**src/rtl/or2_event_capture.sv**
```systemverilog
// Debounced capture of A1|A2 with a saturating pending-event counter and REQ/ACK pop.
// Define OR2_EVCAP_BOTH_EDGE_EN to count falling Z transitions as events too.
module or2_event_capture #(
    parameter int unsigned SYNC_STAGES = 2,
    parameter int unsigned FILT_CYC    = 4,
    parameter int unsigned CNT_W       = 4
) (
    input  logic             CLK,
    input  logic             RST,
    input  logic             A1,
    input  logic             A2,
    input  logic             ACK,
    output logic             Z,
    output logic             REQ,
    output logic [CNT_W-1:0] CNT,
    output logic             OVF
);

    typedef enum logic [1:0] {StLo, StRise, StHi, StFall} state_e;

    localparam logic [3:0]       FiltCyc = 4'(FILT_CYC);
    localparam logic [CNT_W-1:0] CntMax  = '1;
    localparam logic [CNT_W-1:0] CntOne  = CNT_W'(1);

    logic [SYNC_STAGES-1:0] sync_q;
    logic                   s;
    state_e                 state_q, state_d;
    logic [3:0]             fc_q, fc_d;
    logic [3:0]             fc_inc;
    logic                   z_q, z_d;
    logic [CNT_W-1:0]       cnt_q, cnt_d;
    logic                   ovf_q, ovf_d;
    logic                   rise_ev;
    logic                   ev;
    logic                   pop;

    always_ff @(posedge CLK or posedge RST) begin
        if (RST) begin
            sync_q <= '0;
        end else begin
            sync_q <= {sync_q[SYNC_STAGES-2:0], A1 | A2};
        end
    end

    assign s      = sync_q[SYNC_STAGES-1];
    assign fc_inc = fc_q + 4'd1;

    // fc counts consecutive samples that disagree with the current level.
    always_comb begin
        state_d = state_q;
        fc_d    = fc_q;
        case (state_q)
            StLo: begin
                if (s) begin
                    if (FiltCyc == 4'd1) begin
                        state_d = StHi;
                        fc_d    = 4'd0;
                    end else begin
                        state_d = StRise;
                        fc_d    = 4'd1;
                    end
                end else begin
                    fc_d = 4'd0;
                end
            end
            StRise: begin
                if (s) begin
                    if (fc_inc == FiltCyc) begin
                        state_d = StHi;
                        fc_d    = 4'd0;
                    end else begin
                        fc_d = fc_inc;
                    end
                end else begin
                    state_d = StLo;
                    fc_d    = 4'd0;
                end
            end
            StHi: begin
                if (!s) begin
                    if (FiltCyc == 4'd1) begin
                        state_d = StLo;
                        fc_d    = 4'd0;
                    end else begin
                        state_d = StFall;
                        fc_d    = 4'd1;
                    end
                end else begin
                    fc_d = 4'd0;
                end
            end
            StFall: begin
                if (!s) begin
                    if (fc_inc == FiltCyc) begin
                        state_d = StLo;
                        fc_d    = 4'd0;
                    end else begin
                        fc_d = fc_inc;
                    end
                end else begin
                    state_d = StHi;
                    fc_d    = 4'd0;
                end
            end
            default: begin
                state_d = StLo;
                fc_d    = 4'd0;
            end
        endcase
    end

    assign z_d     = (state_d == StHi) || (state_d == StFall);
    assign rise_ev = ((state_q == StLo) || (state_q == StRise)) && (state_d == StHi);

`ifdef OR2_EVCAP_BOTH_EDGE_EN
    logic fall_ev;
    assign fall_ev = ((state_q == StHi) || (state_q == StFall)) && (state_d == StLo);
    assign ev      = rise_ev | fall_ev;
`else
    assign ev      = rise_ev;
`endif

    assign pop = ACK & REQ;

    // Simultaneous event and pop cancel; the pop still clears OVF.
    always_comb begin
        cnt_d = cnt_q;
        ovf_d = ovf_q;
        if (ev && !pop) begin
            if (cnt_q == CntMax) begin
                ovf_d = 1'b1;
            end else begin
                cnt_d = cnt_q + CntOne;
            end
        end else if (pop && !ev) begin
            cnt_d = cnt_q - CntOne;
            ovf_d = 1'b0;
        end else if (pop) begin
            ovf_d = 1'b0;
        end
    end

    always_ff @(posedge CLK or posedge RST) begin
        if (RST) begin
            state_q <= StLo;
            fc_q    <= 4'd0;
            z_q     <= 1'b0;
            cnt_q   <= '0;
            ovf_q   <= 1'b0;
        end else begin
            state_q <= state_d;
            fc_q    <= fc_d;
            z_q     <= z_d;
            cnt_q   <= cnt_d;
            ovf_q   <= ovf_d;
        end
    end

    assign Z   = z_q;
    assign CNT = cnt_q;
    assign REQ = (cnt_q != '0);
    assign OVF = ovf_q;

endmodule
```
**config.mk**
```make
export PLATFORM = sky130hd
export DESIGN_NAME = or2_event_capture
export DESIGN_NICKNAME = d
export VERILOG_FILES = /design/src/rtl/or2_event_capture.sv
export SDC_FILE = /design/constraint.sdc
export NUM_CORES = 1
export LEC_CHECK = 0
export CORE_UTILIZATION = 30
export CTS_CLUSTER_DIAMETER = 150
export DETAILED_ROUTE_END_ITERATION = 6
export PLACE_DENSITY = 0.49
export SYNTH_ARGS = -nofsm -noshare
export SYNTH_HDL_FRONTEND = slang
export SYNTH_SLANG_ARGS = --single-unit
```
**constraint.sdc**
```tcl
create_clock -name CLK -period 5.6 [get_ports CLK]
set_clock_uncertainty 0.1 [all_clocks]
set_input_delay 0.84 -clock CLK [delete_from_list [all_inputs] [get_ports CLK]]
set_output_delay 0.84 -clock CLK [all_outputs]
set_load 0.005 [all_outputs]
```
==> results of run 1 <==
## cells in the mapped netlist, drive strengths merged
cell type | count | area (um2)
a21bo | 1 | 10.0
a21oi | 4 | 20.0
a31oi | 2 | 12.5
and2 | 1 | 8.76
and4 | 1 | 10.0
buf | 1 | 5.00
dfrtp | 14 | 350
ha | 4 | 50.1
inv | 1 | 3.75
mux2 | 2 | 22.5
nand2 | 2 | 7.51
nand2b | 2 | 12.5
nand3 | 1 | 5.00
nand3b | 1 | 7.51
nand4b | 1 | 8.76
nor2 | 3 | 11.3
nor2b | 2 | 12.5
nor3 | 1 | 5.00
nor3b | 2 | 15.0
o21a | 1 | 7.51
o21ai | 2 | 10.0
o22a | 2 | 17.5
o32a | 1 | 10.0
or2 | 1 | 6.26
or3 | 1 | 6.26
or4 | 1 | 11.3
xnor2 | 5 | 43.8
xor2 | 2 | 17.5
## cells in the final DEF (no fill, tap or decap), drive strengths merged, types with 2 or more instances in the layout
cell and n:
nand2 2, a21oi 4, clkdlybuf4s50 11, o22a 2
nor2b 2, clkbuf 4, nor2 3, o21ai 2
dfrtp 14, nand2b 2, mux2 2, xnor2 5
xor2 2, nor3b 2, a31oi 2, ha 4
## worst paths after layout
path | slack (ns) | to | cells past startpoint | startpoint
hold / removal | 0.26 | sync_q[1] | 0 | sync_q[0]
hold reg to reg | 0.26 | sync_q[1] | 0 | sync_q[0]
max in group asynchronous | 4.25 | fc_q[3] | 2 | RST
setup / recovery | 2.86 | CNT[3] | 7 | CNT[0]
min in group asynchronous | 0.79 | sync_q[0] | 2 | RST
setup reg to reg | 2.86 | CNT[3] | 7 | CNT[0]
## power by group through the flow
stage               sequential (mW)  clock, mW  combinational [mW]
global placement              0.182          0               0.165
detailed placement            0.182          0               0.163
finish                        0.181     0.0732               0.162
global route                  0.187     0.0799               0.178
CTS                           0.180     0.0761               0.164
floorplan                     0.174          0               0.103
## cell type report
type | instances | area, um2
Clock buffer | 4 | 36.3
Fill cell | 230 | 1330
Inverter | 1 | 3.75
Multi-Input combinational cell | 46 | 349
Sequential cell | 14 | 350
Tap cell | 28 | 35.0
Timing Repair Buffer | 11 | 110
## per-stage QoR
step | instance area, um2 | hold WS [ns] | power, mW | utilization, % | setup WS, ns
global route | 885 | 0.275 | 0.444 | 40.0 | 2.75
finish | 885 | 0.261 | 0.415 | 40.0 | 2.86
CTS | 885 | 0.263 | 0.420 | 40.0 | 2.85
detailed placement | 848 | 0.243 | 0.345 | 38.3 | 2.62
floorplan | 708 | 0.231 | 0.277 | - | 2.96
global placement | 848 | 0.238 | 0.347 | 38.3 | 2.66
## critical path, cell delays in order, from the launching register on
cell,delay (ns)
dfrtp_1,0.47
or4_4,0.56
and2_4,0.18
or3_1,0.43
ha_1,0.36
a31oi_1,0.08
o32a_1,0.32
xnor2_1,0.13
## registers in the layout, indices dropped and copies added (netlist names)
| signal | cells |
|---|---|
| CNT | 4 |
| OVF | 1 |
| Z | 1 |
| fc_q | 4 |
| state_q | 2 |
| sync_q | 2 |
## per-layer routing
| layer | GRT usage, % | share of wire [%] | vias up |
|---|---|---|---|
| li1 | - | - | 249 |
| met1 | 16.5 | 51 | 224 |
| met2 | 16.4 | 45 | 7 |
| met3 | 1.82 | 2.5 | 4 |
| met4 | 8.33 | 1.9 | 0 |
| met5 | 0 | 0 | - |
## cell families (layout without fill, tap and decap cells)
kind of cell / Yosys count / count (layout)
flops: 14 / 14
compound gates: 13 / 13
fa+ha+maj: 4 / 4
mux: 2 / 2
simple gates: 20 / 20
buf+inv: 2 / 16
xor+xnor: 7 / 7
==> summary.md, run 1 <==
| Metric | Value |
|---|---|
| Final hold viol count | `0` |
| Syn nets | `71` |
| Overall die area | `0.00256 mm2` |
| Sw Share | `34.0%` |
| Total Neg Setup Slack | `0 ns` |
| Wire length of the first global-routing pass | `2.20 mm` |
| Final antenna-violating net count | `0` |
| Gate power share | `38.9%` |
| Post-synthesis mux area share | `3.18%` |
| Relative slew margins | `64.0%` |
| TritonCTS clock tree | `built` |
| Share of the clock period used by the worst path after layout | `48.9%` |
| Critical path data arrival time | `2.81 ns` |
| Post-Route WL | `1.26 mm` |
| Required arrival time at the worst endpoint | `5.67 ns` |
| Worst vdd ir | `0.000185 V` |
| Kind of end point of the critical path | `register` |
| Final HPWL DP | `932 um` |
| Area added between synthesis and finish | `24.9%` |
| Vias per std cell | `4.65` |
| Horiz. Die Dim | `50.6 um` |
| TritonCTS buffer count | `3` |
| Category of the critical setup timing path | `register to register` |
| Unrepaired setup endpoints after global routing | `false` |
| TritonCTS Sinks | `14` |
| Mean area per synthesized cell | `11.4 um2` |
| Compound-gate portion of the synthesized area | `12.4%` |
| ANT cells | `0` |
| CTS root buf | `clkbuf_4` |
| Tightest Hold Check Type | `register to register` |
| Via count of the first global-routing pass | `501` |
| # Post-CTS Setup Buffers | `0` |
| Number of ports placed on the die boundary | `12` |
| Result of the run | `finished clean` |
| CTS H-tree lvls | `1` |
| Die Y-Extent | `50.6 um` |
| Flop pwr share | `43.5%` |
| Pre-Repair DR Iteration Count | `1` |
| PD cells | `470 mW/mm2` |
| Synthesized netlist cell count | `62` |
| Internal power component | `274 uW` |
| Peak clock frequency supported by timing | `365 MHz` |
| Final setup violating endpoints | `0` |
| Buffer levels on the longest clock path | `2` |
| Maximum number of pins on one net before global-route repair | `15` |
| Drt wl/cell | `12.1 um` |
| Count of synthesis-stage warnings from yosys | `0` |
| Via count | `484` |
| Share of post-route cells with drive strength above 1 | `14.5%` |
| DP Cell Count | `100` |
| Final standard cell count with taps included and fillers excluded | `104` |
| Initial antenna violation count | `0` |
| Clock-pin slew on the worst setup and hold paths | `0.09 ns` |
| Final count of pins violating max slew | `0` |
| DRC violations left | `0` |
| Synth Cell Area | `708 um2` |
| Max Fanout on Critical Path | `7` |
| Combinational family with the most area after synthesis | `simple AND/OR/NAND/NOR gates` |
| Nets | `86` |
| Overflow after GRT | `0` |
| Startpoint kind of the worst setup timing path | `register` |
| Synth unique cells | `28` |
| Synth Area in XOR/XNOR | `8.66%` |
| Source-to-sink clock delay at the later pin of the worst-skew pair | `0.28 ns` |
| Core Region | `0.00221 mm2` |
| Actual transition at the worst max-transition pin | `0.540 ns` |
| Number of hold-repair buffers added at the cts stage | `0` |
| Number of cell rows | `17` |
| Synthesized flop and latch total | `14` |
| Post_cts resized | `0` |
| Psw | `141 uW` |
| Max cap viols | `0` |
| Clk network pwr share | `17.6%` |
| Share of synthesized cell area in full adder, half adder and majority cells | `7.07%` |
| Clock period minus worst slack | `2.74 ns` |
| Gpl congestion | `0.669` |
| Leakage Power | `0.359 nW` |
| Initial standard-cell utilization of the core | `32.0%` |
| Sequential element share of the synthesized area | `49.5%` |
| First-iteration detailed-routing DRC count | `0` |
| Area fraction in and, or, nand and nor cells after synthesis | `18.0%` |
| Buffers on Ports | `11` |
| Global Route Usage Sum | `11.8%` |
(Power assumes the default switching activity.)
==> run 2: changes to the inputs <==
--- a/config.mk
+++ b/config.mk
@@ -8,7 +8,7 @@
 export CORE_UTILIZATION = 30
 export CTS_CLUSTER_DIAMETER = 150
 export DETAILED_ROUTE_END_ITERATION = 6
-export PLACE_DENSITY = 0.49
+export PLACE_DENSITY = 0.51
 export SYNTH_ARGS = -nofsm -noshare
 export SYNTH_HDL_FRONTEND = slang
 export SYNTH_SLANG_ARGS = --single-unit
==> constraint.sdc (replaced) <==
create_clock -name CLK -period 2.31 [get_ports CLK]
set_clock_uncertainty 0.1 [all_clocks]
set_input_delay 0.3465 -clock CLK [delete_from_list [all_inputs] [get_ports CLK]]
set_output_delay 0.3465 -clock CLK [all_outputs]
set_load 0.005 [all_outputs]
==> run 2 against run 1 <==
- the flow now finishes with violations (negative setup slack)
- critical path depth unchanged
- total power rose to 2.7 times the previous value
- utilization up 5.3 points
- non-clock buffer count up 14
- sequential power up 110%
- critical path type unchanged
- largest power group is now combinational cells
==> summary.md, run 2 (synthesis results as in run 1) <==
| Metric | Value |
|---|---|
| Internal power component | `747 uW` |
| Buffers on Ports | `11` |
| Fill cell count | `227` |
| Final standard cell count with taps included and fillers excluded | `118` |
| Die Y-Extent | `50.6 um` |
| Category of the critical setup timing path | `register to register` |
| Buffer levels on the longest clock path | `2` |
| DP Cell Count | `112` |
| Flop pwr share | `34.5%` |
| Relative slew margins | `63.8%` |
| Gate power share | `53.1%` |
| Result of the run | `complete, but fails checks` |
| Clock-pin slew on the worst setup and hold paths | `0.08 ns` |
| Overall die area | `0.00256 mm2` |
| Hold Path Stages | `0` |
| Peak clock frequency supported by timing | `411 MHz` |
| Horiz. Die Dim | `50.6 um` |
| Post-Route WL | `1.44 mm` |
| Overflow after GRT | `0` |
| Commonest non-fill, non-tap cell in the layout | `buf_4` |
| Via count | `565` |
| DRC violations left | `0` |
| Worst-case reg-to-reg path depth | `7` |
| TritonCTS buffer count | `3` |
| Number of hold-repair buffers added at the cts stage | `0` |
| Utilization after layout | `45.3%` |
| Via count of the first global-routing pass | `585` |
| Layout Cell Area excl Fill | `0.00100 mm2` |
| TritonCTS clock tree | `built` |
| First-iteration detailed-routing DRC count | `4` |
| Required arrival time at the worst endpoint | `2.37 ns` |
| Gpl congestion | `0.839` |
| Initial antenna violation count | `0` |
| Clk network pwr share | `12.4%` |
| Max cap viols | `0` |
| Actual transition at the worst max-transition pin | `0.542 ns` |
| Clock period minus worst slack | `2.43 ns` |
| Wire length of the first global-routing pass | `2.68 mm` |
| Share of the clock period used by the worst path after layout | `105%` |
| Vias per std cell | `4.79` |
| Maximum number of pins on one net before global-route repair | `15` |
| Share of post-route cells with drive strength above 1 | `31.1%` |
| Psw | `370 uW` |
| Final antenna-violating net count | `0` |
| Max Fanout on Critical Path | `3` |
| TritonCTS Sinks | `14` |
| CTS H-tree lvls | `1` |
| Tightest Hold Check Type | `register to register` |
| Setup ws final | `-0.121 ns` |
| Leakage Power | `0.422 nW` |
| Worst vdd ir | `0.000479 V` |
| Startpoint kind of the worst setup timing path | `register` |
| Pre-Repair DR Iteration Count | `4` |
| Unrepaired setup endpoints after global routing | `true` |
| Core Region | `0.00221 mm2` |
| Number of ports placed on the die boundary | `12` |
| Source-to-sink clock delay at the later pin of the worst-skew pair | `0.27 ns` |
| PD cells | `1110 mW/mm2` |
| Most frequent cells in the layout | `buf_4, dfrtp_1, clkdlybuf4s50_1` |
| ANT cells | `0` |
| Nets | `100` |
| Critical path data arrival time | `2.49 ns` |
| CTS root buf | `clkbuf_4` |
| Global Route Usage Sum | `14.4%` |
| Final setup violating endpoints | `2` |
| Drt wl/cell | `12.2 um` |
| Area after DPL | `952 um2` |
| Area added between synthesis and finish | `41.5%` |
| Violated checks | `negative setup slack` |
| Number of cell rows | `17` |
| Final count of pins violating max slew | `0` |
| Worst hold margin | `0.256 ns` |
| Final HPWL DP | `1.03 mm` |
| Initial standard-cell utilization of the core | `32.0%` |
| Final hold viol count | `0` |
| Kind of end point of the critical path | `register` |
| Sw Share | `33.1%` |
[run 2: stage by stage]
stage          power [mW]  worst slack [ns]  TNS [ns]
6_report             1.12            -0.121    -0.224
5_1_grt              1.23            -0.206    -0.394
4_1_cts              1.13            -0.153    -0.299
3_5_place_dp        0.973            -0.262    -0.557
3_3_place_gp        0.968            -0.227    -0.470
2_1_floorplan       0.684            -0.265    -0.494
[run 2: repair_timing]
item | in CTS | in global routing
endpoints found under the setup margin | 3 | 3
resized for setup | 2 | 0
setup buffers | 1 | 1
pin swaps | 4 | 3
[run 2: cell type report]
type	instances	area, um2	area share [%]
sequential	14	352	35.1
tap	28	35.0	3.50
multi-input combinational	46	370	37.0
clock buffer	4	26.3	2.62
inverter	1	3.75	0.375
timing repair buffer	25	215	21.5
[run 2: path summary, 6_finish.rpt]
path	start	end	slack (ns)
worst min register to register	sync_q[0]	sync_q[1]	0.26
worst min-delay path	sync_q[0]	sync_q[1]	0.26
worst max register to register	CNT[3]	CNT[3]	-0.12
min in group asynchronous	RST	CNT[2]	0.31
max in group asynchronous	RST	CNT[1]	1.41
worst max-delay path	CNT[3]	CNT[3]	-0.12
[run 2: power groups by stage]
| stage | combinational, mW | sequential [mW] | clock, mW |
|---|---|---|---|
| floorplan | 0.258 | 0.427 | 0 |
| global placement | 0.581 | 0.387 | 0 |
| detailed placement | 0.584 | 0.389 | 0 |
| CTS | 0.595 | 0.384 | 0.151 |
| global route | 0.662 | 0.400 | 0.165 |
| finish | 0.593 | 0.385 | 0.138 |
[run 2: routing by layer]
layer | share of wire, % | global-route usage (%) | vias up | routed length [um]
li1 | - | - | 280 | -
met3 | 2.3 | 4.55 | 2 | 33
met5 | 0 | 0 | - | 0
met1 | 48 | 18.6 | 276 | 693
met4 | 1.2 | 5.56 | 0 | 17
met2 | 48 | 22.4 | 7 | 700
[run 2: worst max-delay path, cell delays in order (launching register included)]
cell	delay [ns]
dfrtp_1	0.39
or4_4	0.54
and2_4	0.16
or3_4	0.36
ha_4	0.28
a31oi_1	0.06
o32a_1	0.30
xnor2_1	0.13
==> run 3: changes to the inputs <==
--- a/config.mk
+++ b/config.mk
@@ -8,7 +8,7 @@
 export CORE_UTILIZATION = 30
 export CTS_CLUSTER_DIAMETER = 150
 export DETAILED_ROUTE_END_ITERATION = 6
-export PLACE_DENSITY = 0.51
+export PLACE_DENSITY = 0.54
 export SYNTH_ARGS = -nofsm -noshare
 export SYNTH_HDL_FRONTEND = slang
 export SYNTH_SLANG_ARGS = --single-unit
==> run 3 against run 2 <==
- the flow still finishes with violations (negative setup slack)
- first-iteration DRC count shrank 50%
- utilization grew 0.96 points
- die area is the same
- total power grew 4.5%
- count of clock-buffer cells in the layout is the same
- routed wire length shrank 8.4%
- non-clock buffer count is the same
- combinational power grew 8.9%
- register-to-register slack gained 0.02 ns
- worst hold slack lost 0.0025 ns
- sequential power shrank 1%
==> summary.md, run 3 (synthesis results as in run 1) <==
| Metric | Value |
|---|---|
| R2R Setup Slk | `-0.1 ns` |
| Number of hold-repair buffers added at the cts stage | `0` |
| Result of the run | `complete, but fails checks` |
| Kind of end point of the critical path | `register` |
| Final count of pins violating max slew | `0` |
| Via count of the first global-routing pass | `471` |
| Core Region | `0.00221 mm2` |
| Final antenna-violating net count | `0` |
| Library cell contributing the largest single delay on the critical path | `or4_4` |
| Pre-Repair DR Iteration Count | `2` |
| Share of the clock period used by the worst path after layout | `104%` |
| Worst r2r dst | `CNT[3]` |
| Gpl congestion | `0.808` |
| Required arrival time at the worst endpoint | `2.38 ns` |
| Share of post-route cells with drive strength above 1 | `34.4%` |
| Leakage Power | `0.429 nW` |
| Wire length of the first global-routing pass | `2.13 mm` |
| Vias per std cell | `4.57` |
| CTS H-tree lvls | `1` |
| ANT cells | `0` |
| Unrepaired setup endpoints after global routing | `true` |
| Utilization after layout | `46.3%` |
| Peak clock frequency supported by timing | `415 MHz` |
| Layout Cell Area excl Fill | `0.00102 mm2` |
| Max Fanout on Critical Path | `3` |
| Nets | `100` |
| Startpoint kind of the worst setup timing path | `register` |
| Final setup violating endpoints | `3` |
| First-iteration detailed-routing DRC count | `2` |
| CP Cell Sequence | `or4_4 -> and2_4 -> or3_4 -> ha_4 -> a31oi_1 -> o32a_1 -> xnor2_1` |
| Worst hold margin | `0.253 ns` |
| Final standard cell count with taps included and fillers excluded | `118` |
| Buffers on Ports | `11` |
| Area after DPL | `960 um2` |
| Overflow after GRT | `0` |
| Clock-pin slew on the worst setup and hold paths | `0.08 ns` |
| Worst vdd ir | `0.000648 V` |
| Worst-case reg-to-reg path depth | `7` |
| TritonCTS clock tree | `built` |
| Critical path data arrival time | `2.48 ns` |
| Via count | `539` |
| Horiz. Die Dim | `50.6 um` |
| Hold Path Stages | `0` |
| Worst path top cell family by delay | `simple AND/OR/NAND/NOR gates` |
| Violated checks | `negative setup slack` |
| Die Y-Extent | `50.6 um` |
| Final HPWL DP | `1.02 mm` |
| Category of the critical setup timing path | `register to register` |
| Post-Route WL | `1.32 mm` |
| Longest individual stage delay on the worst path | `0.53 ns` |
| Actual transition at the worst max-transition pin | `0.518 ns` |
| Drt wl/cell | `11.2 um` |
| Relative slew margins | `65.4%` |
| Hold path start | `sync_q[0]` |
| TritonCTS buffer count | `3` |
| Commonest non-fill, non-tap cell in the layout | `dfrtp_1` |
| DP Cell Count | `113` |
| Maximum number of pins on one net before global-route repair | `15` |
| PD cells | `1140 mW/mm2` |
| Source-to-sink clock delay at the later pin of the worst-skew pair | `0.27 ns` |
| Max cap viols | `0` |
| Number of cell rows | `17` |
| Tightest Hold Check Type | `register to register` |
| Reg-to-reg critical path startpoint | `CNT[3]` |
| Clock period minus worst slack | `2.41 ns` |
| Number of ports placed on the die boundary | `12` |
| Buffer levels on the longest clock path | `2` |
| CTS root buf | `clkbuf_4` |
| Final hold viol count | `0` |
| Sink of the worst hold path | `sync_q[1]` |
| Total Neg Setup Slack | `-0.152 ns` |
| Worst Path Buf+Inv | `0` |
| Initial standard-cell utilization of the core | `32.0%` |
| Setup ws final | `-0.0985 ns` |
| Most frequent cells in the layout | `dfrtp_1, buf_4, clkdlybuf4s50_1` |
| Global Route Usage Sum | `11.6%` |
| TritonCTS Sinks | `14` |
| DRC violations left | `0` |
| Overall die area | `0.00256 mm2` |
| Area added between synthesis and finish | `44.5%` |
| Initial antenna violation count | `0` |
==> run 3: worst max-delay path by stage <==
| stage | startpoint | end | slack (ns) | depth (start not counted) |
|---|---|---|---|---|
| global placement | CNT[3] | CNT[3] | -0.18 | 7 |
| detailed placement | CNT[3] | CNT[3] | -0.22 | 7 |
| global route | CNT[3] | CNT[3] | -0.14 | 9 |
| CTS | CNT[3] | CNT[3] | -0.14 | 9 |
| finish | CNT[3] | CNT[3] | -0.1 | 7 |
| floorplan | CNT[1] | CNT[3] | -0.26 | 8 |
==> run 3: through the flow <==
stage	setup slack, ns	total power, mW
floorplan	-0.265	0.684
global placement	-0.179	0.968
detailed placement	-0.216	0.963
CTS	-0.139	1.17
global route	-0.140	1.26
finish	-0.0985	1.17
==> run 3: cell type report <==
cell class | instances | area, um2
Inverter | 1 | 3.75
Tap cell | 28 | 35.0
Clock buffer | 4 | 26.3
Multi-Input combinational cell | 46 | 384
Timing Repair Buffer | 25 | 223
Sequential cell | 14 | 352
Fill cell | 226 | 1190
==> run 3: report_power, final <==
part	leakage, nW	internal (mW)	switching (mW)
sequential	0.169	0.329	0.0522
clock	0.0150	0.0669	0.0732
combinational	0.245	0.386	0.259
==> run 3: layer usage <==
| layer | vias up | part of all wire (%) | global-route usage, % | wire [um] |
|---|---|---|---|---|
| met5 | - | 0 | 0 | 0 |
| met4 | 0 | 0.76 | 4.17 | 10 |
| met3 | 2 | 4.2 | 4.55 | 56 |
| met2 | 11 | 48 | 16.2 | 630 |
| met1 | 247 | 47 | 16.1 | 623 |
| li1 | 279 | - | - | - |
==> run 3: what timing repair did <==
action,in CTS,in global routing
buffers inserted,1,0
pin swaps,4,1
cloned,0,0
gates resized for setup,7,1
setup endpoints to repair,3,3
